$ cat src/rtl/dcache_pkg.sv
// Shared constants for the direct-mapped write-back data cache.
// Holds the FSM state encodings and the address-split widths.
// Helper function derives the tag width from line count and line size.
package dcache_pkg;

    localparam int unsigned DC_NUM_LINES = 16;
    localparam int unsigned DC_WORDS     = 4;

    // FSM state encodings
    localparam logic [2:0] ST_IDLE      = 3'd0;
    localparam logic [2:0] ST_LOOKUP    = 3'd1;
    localparam logic [2:0] ST_WRITEBACK = 3'd2;
    localparam logic [2:0] ST_ALLOCATE  = 3'd3;
    localparam logic [2:0] ST_RESPOND   = 3'd4;

    // Tag is whatever is left above byte offset, word offset and index.
    function automatic int unsigned dc_tag_w(input int unsigned lines, input int unsigned words);
        return 32 - $clog2(lines) - $clog2(words) - 2;
    endfunction

endpackage

$ cat src/rtl/dcache_if.sv
// Core-side and memory-side handshake bundle of the data cache.
// slave: cache view (core request in, beat request out).
// master: environment view (drives core request, answers memory beats).
interface dcache_if;
    logic        core_req;
    logic        core_we;
    logic [31:0] core_addr;
    logic [7:0]  core_wdata [0:3];
    logic [7:0]  core_rdata [0:3];
    logic        core_done;
    logic        mem_req;
    logic        mem_we;
    logic [31:0] mem_addr;
    logic [31:0] mem_wdata;
    logic [31:0] mem_rdata;
    logic        mem_ack;

    modport slave (
        input  core_req, core_we, core_addr, core_wdata,
        output core_rdata, core_done,
        output mem_req, mem_we, mem_addr, mem_wdata,
        input  mem_rdata, mem_ack
    );

    modport master (
        output core_req, core_we, core_addr, core_wdata,
        input  core_rdata, core_done,
        input  mem_req, mem_we, mem_addr, mem_wdata,
        output mem_rdata, mem_ack
    );
endinterface

$ cat src/rtl/dcache_array.sv
// Valid/dirty/tag/data storage: one combinational read port, one write port.
// Ports: idx selects the line for both read and write; word write and
// line-metadata write may happen in the same cycle. Only valid/dirty reset.
module dcache_array
    import dcache_pkg::*;
#(
    parameter int unsigned NUM_LINES = DC_NUM_LINES,
    parameter int unsigned WORDS     = DC_WORDS,
    parameter int unsigned IDX_W     = $clog2(NUM_LINES),
    parameter int unsigned OFF_W     = $clog2(WORDS),
    parameter int unsigned TAG_W     = dc_tag_w(NUM_LINES, WORDS)
) (
    input  logic             clk,
    input  logic             rst_b,
    input  logic [IDX_W-1:0] idx,
    output logic             rd_valid,
    output logic             rd_dirty,
    output logic [TAG_W-1:0] rd_tag,
    output logic [31:0]      rd_line [WORDS],
    input  logic             word_we,
    input  logic [OFF_W-1:0] word_off,
    input  logic [31:0]      word_dat,
    input  logic             meta_we,
    input  logic             meta_valid,
    input  logic             meta_dirty,
    input  logic [TAG_W-1:0] meta_tag
);

    logic [NUM_LINES-1:0] valid_q;
    logic [NUM_LINES-1:0] dirty_q;
    logic [TAG_W-1:0]     tag_q  [NUM_LINES];
    logic [31:0]          data_q [NUM_LINES][WORDS];

    always_ff @(posedge clk) begin
        if (rst_b) begin
            valid_q <= '0;
            dirty_q <= '0;
        end else if (meta_we) begin
            valid_q[idx] <= meta_valid;
            dirty_q[idx] <= meta_dirty;
        end
    end

    always_ff @(posedge clk) begin
        if (meta_we) tag_q[idx] <= meta_tag;
        if (word_we) data_q[idx][word_off] <= word_dat;
    end

    assign rd_valid = valid_q[idx];
    assign rd_dirty = dirty_q[idx];
    assign rd_tag   = tag_q[idx];
    assign rd_line  = data_q[idx];

endmodule

$ cat src/rtl/dcache_ctrl.sv
// Write-back, write-allocate direct-mapped data cache controller (top).
// Ports: clk, rst_b (sync, active-high), bus (dcache_if.slave); with
// DCACHE_STATS_EN defined also hit_count/miss_count saturating counters.
module dcache_ctrl
    import dcache_pkg::*;
#(
    parameter int unsigned NUM_LINES      = DC_NUM_LINES,
    parameter int unsigned WORDS_PER_LINE = DC_WORDS
) (
    input  logic        clk,
    input  logic        rst_b,
    dcache_if.slave     bus
`ifdef DCACHE_STATS_EN
    ,
    output logic [31:0] hit_count,
    output logic [31:0] miss_count
`endif
);

    localparam int unsigned IDX_W = $clog2(NUM_LINES);
    localparam int unsigned OFF_W = $clog2(WORDS_PER_LINE);
    localparam int unsigned TAG_W = dc_tag_w(NUM_LINES, WORDS_PER_LINE);
    localparam logic [OFF_W-1:0] LAST_BEAT = OFF_W'(WORDS_PER_LINE - 1);

    logic [2:0]       state_q;
    logic [31:2]      addr_q;
    logic             we_q;
    logic [7:0]       wdata_q [0:3];
    logic [7:0]       rdata_q [0:3];
    logic             done_q;
    logic [OFF_W-1:0] beat_q;
    logic             mem_req_q, mem_we_q;
    logic [31:0]      mem_addr_q, mem_wdata_q;

    logic             rd_valid, rd_dirty;
    logic [TAG_W-1:0] rd_tag;
    logic [31:0]      rd_line [WORDS_PER_LINE];
    logic             word_we, meta_we, meta_valid, meta_dirty;
    logic [OFF_W-1:0] word_off;
    logic [31:0]      word_dat;
    logic [TAG_W-1:0] meta_tag;

    logic [OFF_W-1:0] req_off;
    logic [IDX_W-1:0] req_idx;
    logic [TAG_W-1:0] req_tag;
    logic [OFF_W-1:0] beat_nxt;
    logic [31:0]      rd_word;
    logic             hit, ack, unused_addr;

    assign req_off     = addr_q[OFF_W+1:2];
    assign req_idx     = addr_q[OFF_W+IDX_W+1:OFF_W+2];
    assign req_tag     = addr_q[31:OFF_W+IDX_W+2];
    assign beat_nxt    = beat_q + 1'b1;
    assign rd_word     = rd_line[req_off];
    assign hit         = rd_valid && (rd_tag == req_tag);
    assign ack         = mem_req_q && bus.mem_ack;
    assign unused_addr = ^bus.core_addr[1:0];

    dcache_array #(
        .NUM_LINES (NUM_LINES),
        .WORDS     (WORDS_PER_LINE)
    ) u_array (
        .clk        (clk),
        .rst_b      (rst_b),
        .idx        (req_idx),
        .rd_valid   (rd_valid),
        .rd_dirty   (rd_dirty),
        .rd_tag     (rd_tag),
        .rd_line    (rd_line),
        .word_we    (word_we),
        .word_off   (word_off),
        .word_dat   (word_dat),
        .meta_we    (meta_we),
        .meta_valid (meta_valid),
        .meta_dirty (meta_dirty),
        .meta_tag   (meta_tag)
    );

    // Array write port. A line is invalidated as soon as its refill starts,
    // so an abandoned refill can never leave a half-written line looking valid.
    always_comb begin
        word_we    = 1'b0;
        word_off   = req_off;
        word_dat   = {wdata_q[0], wdata_q[1], wdata_q[2], wdata_q[3]};
        meta_we    = 1'b0;
        meta_valid = 1'b1;
        meta_dirty = 1'b0;
        meta_tag   = req_tag;
        if (!rst_b) begin
            case (state_q)
                ST_LOOKUP: begin
                    if (hit && we_q) begin
                        word_we    = 1'b1;
                        meta_we    = 1'b1;
                        meta_dirty = 1'b1;
                    end else if (!hit && !(rd_valid && rd_dirty)) begin
                        meta_we    = 1'b1;
                        meta_valid = 1'b0;
                    end
                end
                ST_WRITEBACK: begin
                    if (ack && beat_q == LAST_BEAT) begin
                        meta_we    = 1'b1;
                        meta_valid = 1'b0;
                    end
                end
                ST_ALLOCATE: begin
                    if (ack) begin
                        word_we  = 1'b1;
                        word_off = beat_q;
                        word_dat = bus.mem_rdata;
                        meta_we  = (beat_q == LAST_BEAT);
                    end
                end
                default: ;
            endcase
        end
    end

    always_ff @(posedge clk) begin
        if (rst_b) begin
            state_q     <= ST_IDLE;
            done_q      <= 1'b0;
            rdata_q     <= '{default: 8'h00};
            mem_req_q   <= 1'b0;
            mem_we_q    <= 1'b0;
            mem_addr_q  <= '0;
            mem_wdata_q <= '0;
            beat_q      <= '0;
        end else begin
            done_q <= 1'b0;
            case (state_q)
                ST_IDLE: begin
                    if (bus.core_req) begin
                        addr_q  <= bus.core_addr[31:2];
                        we_q    <= bus.core_we;
                        wdata_q <= bus.core_wdata;
                        state_q <= ST_LOOKUP;
                    end
                end
                ST_LOOKUP: begin
                    if (hit) begin
                        if (!we_q) begin
                            for (int b = 0; b < 4; b++) rdata_q[b] <= rd_word[31-8*b -: 8];
                        end
                        done_q  <= 1'b1;
                        state_q <= ST_RESPOND;
                    end else begin
                        beat_q    <= '0;
                        mem_req_q <= 1'b1;
                        if (rd_valid && rd_dirty) begin
                            mem_we_q    <= 1'b1;
                            mem_addr_q  <= {rd_tag, req_idx, {OFF_W{1'b0}}, 2'b00};
                            mem_wdata_q <= rd_line[0];
                            state_q     <= ST_WRITEBACK;
                        end else begin
                            mem_we_q   <= 1'b0;
                            mem_addr_q <= {req_tag, req_idx, {OFF_W{1'b0}}, 2'b00};
                            state_q    <= ST_ALLOCATE;
                        end
                    end
                end
                ST_WRITEBACK: begin
                    if (ack) begin
                        if (beat_q == LAST_BEAT) begin
                            // Refill starts on the very next cycle.
                            beat_q     <= '0;
                            mem_we_q   <= 1'b0;
                            mem_addr_q <= {req_tag, req_idx, {OFF_W{1'b0}}, 2'b00};
                            state_q    <= ST_ALLOCATE;
                        end else begin
                            beat_q      <= beat_nxt;
                            mem_addr_q  <= {rd_tag, req_idx, beat_nxt, 2'b00};
                            mem_wdata_q <= rd_line[beat_nxt];
                        end
                    end
                end
                ST_ALLOCATE: begin
                    if (ack) begin
                        if (beat_q == LAST_BEAT) begin
                            mem_req_q <= 1'b0;
                            state_q   <= ST_LOOKUP;
                        end else begin
                            beat_q     <= beat_nxt;
                            mem_addr_q <= {req_tag, req_idx, beat_nxt, 2'b00};
                        end
                    end
                end
                ST_RESPOND: state_q <= ST_IDLE;
                default:    state_q <= ST_IDLE;
            endcase
        end
    end

`ifdef DCACHE_STATS_EN
    // Only the first LOOKUP of a request counts; the post-refill LOOKUP does not.
    logic first_q;
    always_ff @(posedge clk) begin
        if (rst_b) begin
            first_q    <= 1'b0;
            hit_count  <= '0;
            miss_count <= '0;
        end else begin
            if (state_q == ST_IDLE && bus.core_req) first_q <= 1'b1;
            if (state_q == ST_LOOKUP) begin
                first_q <= 1'b0;
                if (first_q && hit && hit_count != 32'hFFFF_FFFF) hit_count <= hit_count + 1'b1;
                if (first_q && !hit && miss_count != 32'hFFFF_FFFF) miss_count <= miss_count + 1'b1;
            end
        end
    end
`endif

    assign bus.core_rdata = rdata_q;
    assign bus.core_done  = done_q;
    assign bus.mem_req    = mem_req_q;
    assign bus.mem_we     = mem_we_q;
    assign bus.mem_addr   = mem_addr_q;
    assign bus.mem_wdata  = mem_wdata_q;

endmodule

$ cat src/flat_wrapper.sv
// flat-port wrapper written by rule: the top's interface ports become plain ports
module dcache_ctrl_flat import dcache_pkg::*;
#(
    parameter int unsigned NUM_LINES      = DC_NUM_LINES,
    parameter int unsigned WORDS_PER_LINE = DC_WORDS
)
  (clk, rst_b, bus_core_req, bus_core_we, bus_core_addr, bus_core_wdata, bus_core_rdata, bus_core_done, bus_mem_req, bus_mem_we, bus_mem_addr, bus_mem_wdata, bus_mem_rdata, bus_mem_ack);
  dcache_if bus_i ();
  input  logic clk;
  input  logic rst_b;
  input wire logic [$bits(bus_i.core_req)-1:0] bus_core_req;
  input wire logic [$bits(bus_i.core_we)-1:0] bus_core_we;
  input wire logic [$bits(bus_i.core_addr)-1:0] bus_core_addr;
  input wire logic [$bits(bus_i.core_wdata)-1:0] bus_core_wdata;
  output wire logic [$bits(bus_i.core_rdata)-1:0] bus_core_rdata;
  output wire logic [$bits(bus_i.core_done)-1:0] bus_core_done;
  output wire logic [$bits(bus_i.mem_req)-1:0] bus_mem_req;
  output wire logic [$bits(bus_i.mem_we)-1:0] bus_mem_we;
  output wire logic [$bits(bus_i.mem_addr)-1:0] bus_mem_addr;
  output wire logic [$bits(bus_i.mem_wdata)-1:0] bus_mem_wdata;
  input wire logic [$bits(bus_i.mem_rdata)-1:0] bus_mem_rdata;
  input wire logic [$bits(bus_i.mem_ack)-1:0] bus_mem_ack;
  assign bus_i.core_req = bus_core_req;
  assign bus_i.core_we = bus_core_we;
  assign bus_i.core_addr = bus_core_addr;
  assign bus_i.core_wdata = {>>{bus_core_wdata}};
  assign bus_core_rdata = {>>{bus_i.core_rdata}};
  assign bus_core_done = bus_i.core_done;
  assign bus_mem_req = bus_i.mem_req;
  assign bus_mem_we = bus_i.mem_we;
  assign bus_mem_addr = bus_i.mem_addr;
  assign bus_mem_wdata = bus_i.mem_wdata;
  assign bus_i.mem_rdata = bus_mem_rdata;
  assign bus_i.mem_ack = bus_mem_ack;
  dcache_ctrl #(.NUM_LINES(NUM_LINES), .WORDS_PER_LINE(WORDS_PER_LINE)) u_core (.clk(clk), .rst_b(rst_b), .bus(bus_i));
endmodule
$ cat config.mk
export PLATFORM = sky130hd
export DESIGN_NAME = dcache_ctrl_flat
export DESIGN_NICKNAME = d
export VERILOG_FILES = /design/src/rtl/dcache_pkg.sv /design/src/rtl/dcache_if.sv /design/src/rtl/dcache_array.sv /design/src/rtl/dcache_ctrl.sv /design/src/flat_wrapper.sv
export SDC_FILE = /design/constraint.sdc
export NUM_CORES = 2
export LEC_CHECK = 0
export BUFFER_PORTS_ARGS = -buffer_cell sky130_fd_sc_hd__buf_4
export CORE_AREA = 2 2 481 483
export DETAILED_ROUTE_END_ITERATION = 7
export DIE_AREA = 0 0 483 485
export GPL_ROUTABILITY_DRIVEN = 0
export SLEW_MARGIN = 20
export SYNTH_ARGS = -nofsm -noshare
export SYNTH_HDL_FRONTEND = slang
export SYNTH_SLANG_ARGS = --single-unit
$ cat constraint.sdc
create_clock -name clk -period 17.6 [get_ports clk]
set_input_delay 1.76 -clock clk [delete_from_list [all_inputs] [get_ports clk]]
set_output_delay 1.76 -clock clk [all_outputs]
set_load 0.005 [all_outputs]
### Word level (Yosys, flattened, before mapping)

Memory sizes are Yosys's and may differ from the RTL's. A register that Yosys moved wholly into a read port is not among the register bits.
Cells that the tools add are included.

* bits of input ports: 101
* memory bits (writable): 2432
* memories kept: 2
* output and inout bits: 99
* register bits: 199

* reduce and logical (&&, ||, !) cells: 22
* muxes and demuxes: 79
* add/subtract/negate cells: 1
* bitwise gates (word level): 6
* eq/ne operators: 14
* $lt $le $gt $ge: 6

Memories
* u_core.u_array.data_q: words 16, width 128, rd ports 1, clocked after Yosys merged registers in 1, write ports 1, line dcache_array.sv:32 `logic [31:0] data_q [NUM_LINES][WORDS];`
* u_core.u_array.tag_q: words 16, width 24, rd ports 1, clocked after Yosys merged registers in 1, write ports 1, line dcache_array.sv:31 `logic [TAG_W-1:0] tag_q [NUM_LINES];`

Operator list (count)
* 32-bit two-way mux: 18
* 32-bit binary-select mux with 2-bit select: 2
* 128-bit two-way mux: 1
* 32-bit case mux with 3 select lines: 1
* 32-bit demux with 2-bit select: 1
* 32-bit case mux with 2 select lines: 1
* 16-bit bitwise mux: 2
* 1-bit two-way mux: 27
* 24-bit == test: 1
* 3-bit two-way mux: 6
* 2-bit two-way mux: 8
* 5-bit AND reduction: 3
* 3-bit case mux with 4 select lines: 1
* 2-bit by 1-bit inequality test with 1-bit output (second input constant): 5
* 3-bit >= comparator (second input constant): 3
* 2-bit NOT with 3-bit output: 3
* 1-bit binary-select mux with 4-bit select: 2
* 1-bit logical AND: 8
* 4-bit two-way mux: 2
* 2-bit inequality test (second input constant): 4
* 1-bit case mux with 2 select lines: 4
* 4-bit AND reduction: 2
* 3-bit by 2-bit == test with 1-bit output (second input constant): 2
* 2-bit case mux with 3 select lines: 1
* 15 further kinds: 20

### Longest topological paths before layout

* depth after elaboration: 11
* mapped depth: 18

### Modules after synthesis

Synthesis repeated with hierarchy kept, for this count alone.

* cells, all modules: 4763
* area, all modules: 101433.5 um2

By module, submodules not included
* dcache_array: times used 1, sequential area each 73670.7 um2, cells each 3993, area each 92687.6 um2
* dcache_ctrl: times used 1, sequential area each 3893.7 um2, cells each 770, area each 8745.9 um2

### Least setup slack after synthesis

No wires, ideal clock.

* kind: in2reg
* start point: input bus_core_req
* end point: register (tool-made name)
* buffers on the path: 0
* setup slack: 7707 ps
* setup time: 93 ps
* stages on the path: 3
* data arrival time: 9801 ps
* cell sequence: nor2b_1 > nor4b_1 > mux2_2

RTL lines
* start: declaration: line flat_wrapper.sv:11 `input wire logic [$bits(bus_i.core_req)-1:0] bus_core_req;`

==> results.md <==
- Synth area leader: edfxtp_1
- Setup crit end kind: flop
- Post-CTS setup buffers: 0
- Num rows: 176
- Most common cell after layout, fill and taps aside: edfxtp_1
- CP Data Arrival Time: 8120 ps
- Count of flip-flops with a built-in enable after synthesis: 2495
- Pwr Density: 114 nW/um^2
- Slew HR: 21.4%
- Clock Tree Buf Depth: 4
- Synth cell types: 80
- H-tree levels: 5
- Hold wc startpoint: u_core.u_array.dirty_q[15]$_SDFFE_PP0P_
- Layout Nets: 5176
- Worst vdd ir: 0.0000845 V
- Comb power frac: 6.0%
- Final Power: 13.3 mW
- Slew @ Worst Pin: 1180 ps
- Dpl cell area: 108000 sq um
- Resized cells post-CTS: 0
- CP Max Fanout: 108
- R2r setup slk: 10030 ps
- Final setup margin: 10030 ps
- Via Count: 50800
- First-pass detailed-route iteration total: 6
- Synth Cell Area: 103000 sq um
- Mapped Cells: 4709
- Critical path's slowest cell: dfxtp_4
- Max-Cap Viols: 0
- Setup CP Type: reg2reg
- Hold_ws: 474 ps
- Post-synthesis async set-or-reset flop share: 0%
- Tcrit/Tclk final: 43.0%
- Top_reg_cell synth: edfxtp_1
- Internal power: 10.5 mW
- Detailed router's first-iteration violation count: 6493
- Share of cells above drive strength 1: 30.3%
- Register area share after synthesis: 75.7%
- Core Footprint: 229000 sq um
- Worst Reg-to-Reg Cells: 14
- CP Cell Sequence: buf_4, buf_12, mux4_2, a22oi_1, nand2_1, xnor2_1, nand4_1, or4_1, or4_1, nor4_4, a32oi_4, buf_4, nor2_4, buf_4
- Final Hold Viols: 0
- Pre-CTS setup slack: 10000 ps
- Fillers: 18000
- First-pass GRT wire length: 387 mm
- Clock share of power: 42.3%
- Largest cells by area after synthesis: edfxtp_1, mux4_2, dfxtp_1
- Clk Latency, worst-skew pair: 950 ps
- Crit path time final: 7570 ps
- Clock root cell: clkbuf_16
- Status: finished, final reports clean
- Die area: 234000 sq um
- Critical Path Source Type: flop
- RSZ-0062 raised after global routing: false
- Post-route ant nets: 0
- CTS Sinks: 2631
- Final Cell Area: 117000 sq um
- Fmax: 0.132 GHz
- Initial Util: 44.8%
- Boundary pin count: 200
- Mapped Avg Cell Area: 21.8 sq um
- Fin. max-slew vios: 0
- Warnings, synthesis: 0
- Clk slew on worst S/H paths: 60 ps
- Top-area cell type share of the netlist area: 73.1%
- Die W: 483 um
- Chip height: 485 um
- Initial antenna violation count: 6
- Largest net degree at the start of global routing: 109
- Worst clock skew: 86.2 ps
- Hold_buf cts: 0
- Drt drc: 0
- Via density: 6.13
- Total grt overflow: 0
- Vias in the first global route: 50800
- GRT Overall Usage: 23.5%
- R2R Path End: u_core.u_array.data_q[15][104]$_DFFE_PP_
- Total leakage power: 36.9 nW
- WL final: 277 mm
- Critical Path RT: 18140 ps
- Wire per inst: 33.5 um
- Worst Setup EP: u_core.u_array.data_q[15][104]$_DFFE_PP_
- Setup TNS: 0 ps
- IO Port Bufs: 195
- Commonest cells after routing, fill and taps aside: edfxtp_1, mux4_2, buf_4, clkbuf_16, mux2i_1
- Area growth from synthesis to layout: 14.1%
- Num CTS Buffers: 283
- Most frequent CP cell: buf_4
- Hold Path Class: reg2reg
- Hpwl dp: 149 mm
- Synth Register Bits: 2631
- CTS tree: built
- Sequential share of power: 51.7%
- Sw frac: 21.3%
- Largest stage delay, worst path: 690 ps
- NetSw: 2.83 mW
- Setup-failing EPs final: 0
-- worst max-delay path: cells and delay by family, from the launching register on --
kind	cells	cell delay (ps)
flip-flops	1	690
XOR/XNOR	1	440
multiplexers	1	610
buffers and inverters	4	2170
AND/OR/NAND/NOR	6	2630
AO/OA/AOI/OAI	2	360
-- registers in the layout (all words and copies together) (netlist names), named ones only --
name                    flops
u_core.bus.core_rdata      32
u_core.bus.mem_we           1
u_core.state_q              3
u_core.bus.mem_req          1
u_core.u_array.tag_q      384
u_core.u_array.valid_q     16
u_core.bus.mem_addr        29
u_core.addr_q              30
u_core.u_array.data_q    2048
u_core.bus.mem_wdata       32
u_core.beat_q               1
u_core.u_array.dirty_q     16
u_core.bus.core_done        1
u_core.wdata_q             32
u_core.we_q                 1
-- synth_stat cells (4+ instances only) --
cell type	number
edfxtp_1	2495
mux4_2	719
nor2_1	219
mux2i_1	194
clkbuf_1	153
dfxtp_1	136
a211oi_1	95
nand2_1	79
a21oi_1	66
buf_1	51
mux2_2	51
buf_2	40
a22oi_1	30
nor3_1	30
nor2b_1	27
inv_1	24
nand3_1	21
o21ai_1	20
buf_6	19
a31o_1	16
a32o_1	16
and3_1	15
xnor2_1	15
buf_4	14
nand4_1	12
nand2b_1	10
o22ai_1	9
mux2_1	7
nor2_2	7
nor4_1	7
o21ai_0	7
a211o_1	6
a31oi_1	6
and2_1	6
xor2_1	6
a221oi_1	5
or3_1	5
nor3b_1	4
-- area by class of cell --
class / instances / area [sq um] / area share (%)
flip-flops and latches: 2631 / 77700 / 66.4
diodes: 3 / 7.51 / 0.00642
clock inverters: 120 / 981 / 0.839
inverters: 27 / 109 / 0.0931
clock buffers: 353 / 7620 / 6.51
repair buffers: 357 / 2720 / 2.32
multi-input cells: 1774 / 24100 / 20.6
well taps: 3026 / 3790 / 3.24
-- through the flow --
step           util (%)  std cells
6_report           51.1       8291
5_1_grt            51.1       8290
4_1_cts            51.1       8288
3_5_place_dp       47.3       7815
3_3_place_gp       47.3       7815
2_1_floorplan         -       4710
-- worst min-delay path by stage --
stage / to / slack, ps / depth (start not counted)
global route: u_core.u_array.dirty_q[15]$_SDFFE_PP0P_ / 490 / 1
global placement: u_core.u_array.dirty_q[7]$_SDFFE_PP0P_ / 450 / 1
floorplan: u_core.u_array.dirty_q[10]$_SDFFE_PP0P_ / 440 / 1
detailed placement: u_core.u_array.dirty_q[15]$_SDFFE_PP0P_ / 460 / 1
CTS: u_core.u_array.dirty_q[15]$_SDFFE_PP0P_ / 470 / 1
finish: u_core.u_array.dirty_q[15]$_SDFFE_PP0P_ / 470 / 1
-- routing by layer --
metal	share of wire (%)	vias up	GRT usage [%]
li1	-	20600	-
met1	41	27400	32.9
met2	48	2341	37.1
met3	8.0	441	4.30
met4	3.8	0	8.70
met5	0	-	0
-- kinds of logic after synthesis --
group | count (synthesis) | share of synthesized area [%]
flops | 2631 | 75.7
simple gates | 464 | 2.11
buf+inv | 305 | 1.37
compound gates | 312 | 2.23
fa+ha+maj | 1 | 0.0122
other cells | 1 | 0.00366
xor+xnor | 21 | 0.179
mux | 974 | 18.4
-- power by group through the flow --
stage	clock [mW]	combinational, mW	sequential (mW)
finish	5.62	0.798	6.88
global route	5.96	0.846	6.88
CTS	5.72	0.812	6.88
detailed placement	0	0.809	7.01
global placement	0	0.800	7.01
floorplan	0	0.541	6.99
No activity file was read; power rests on OpenSTA's default activity.
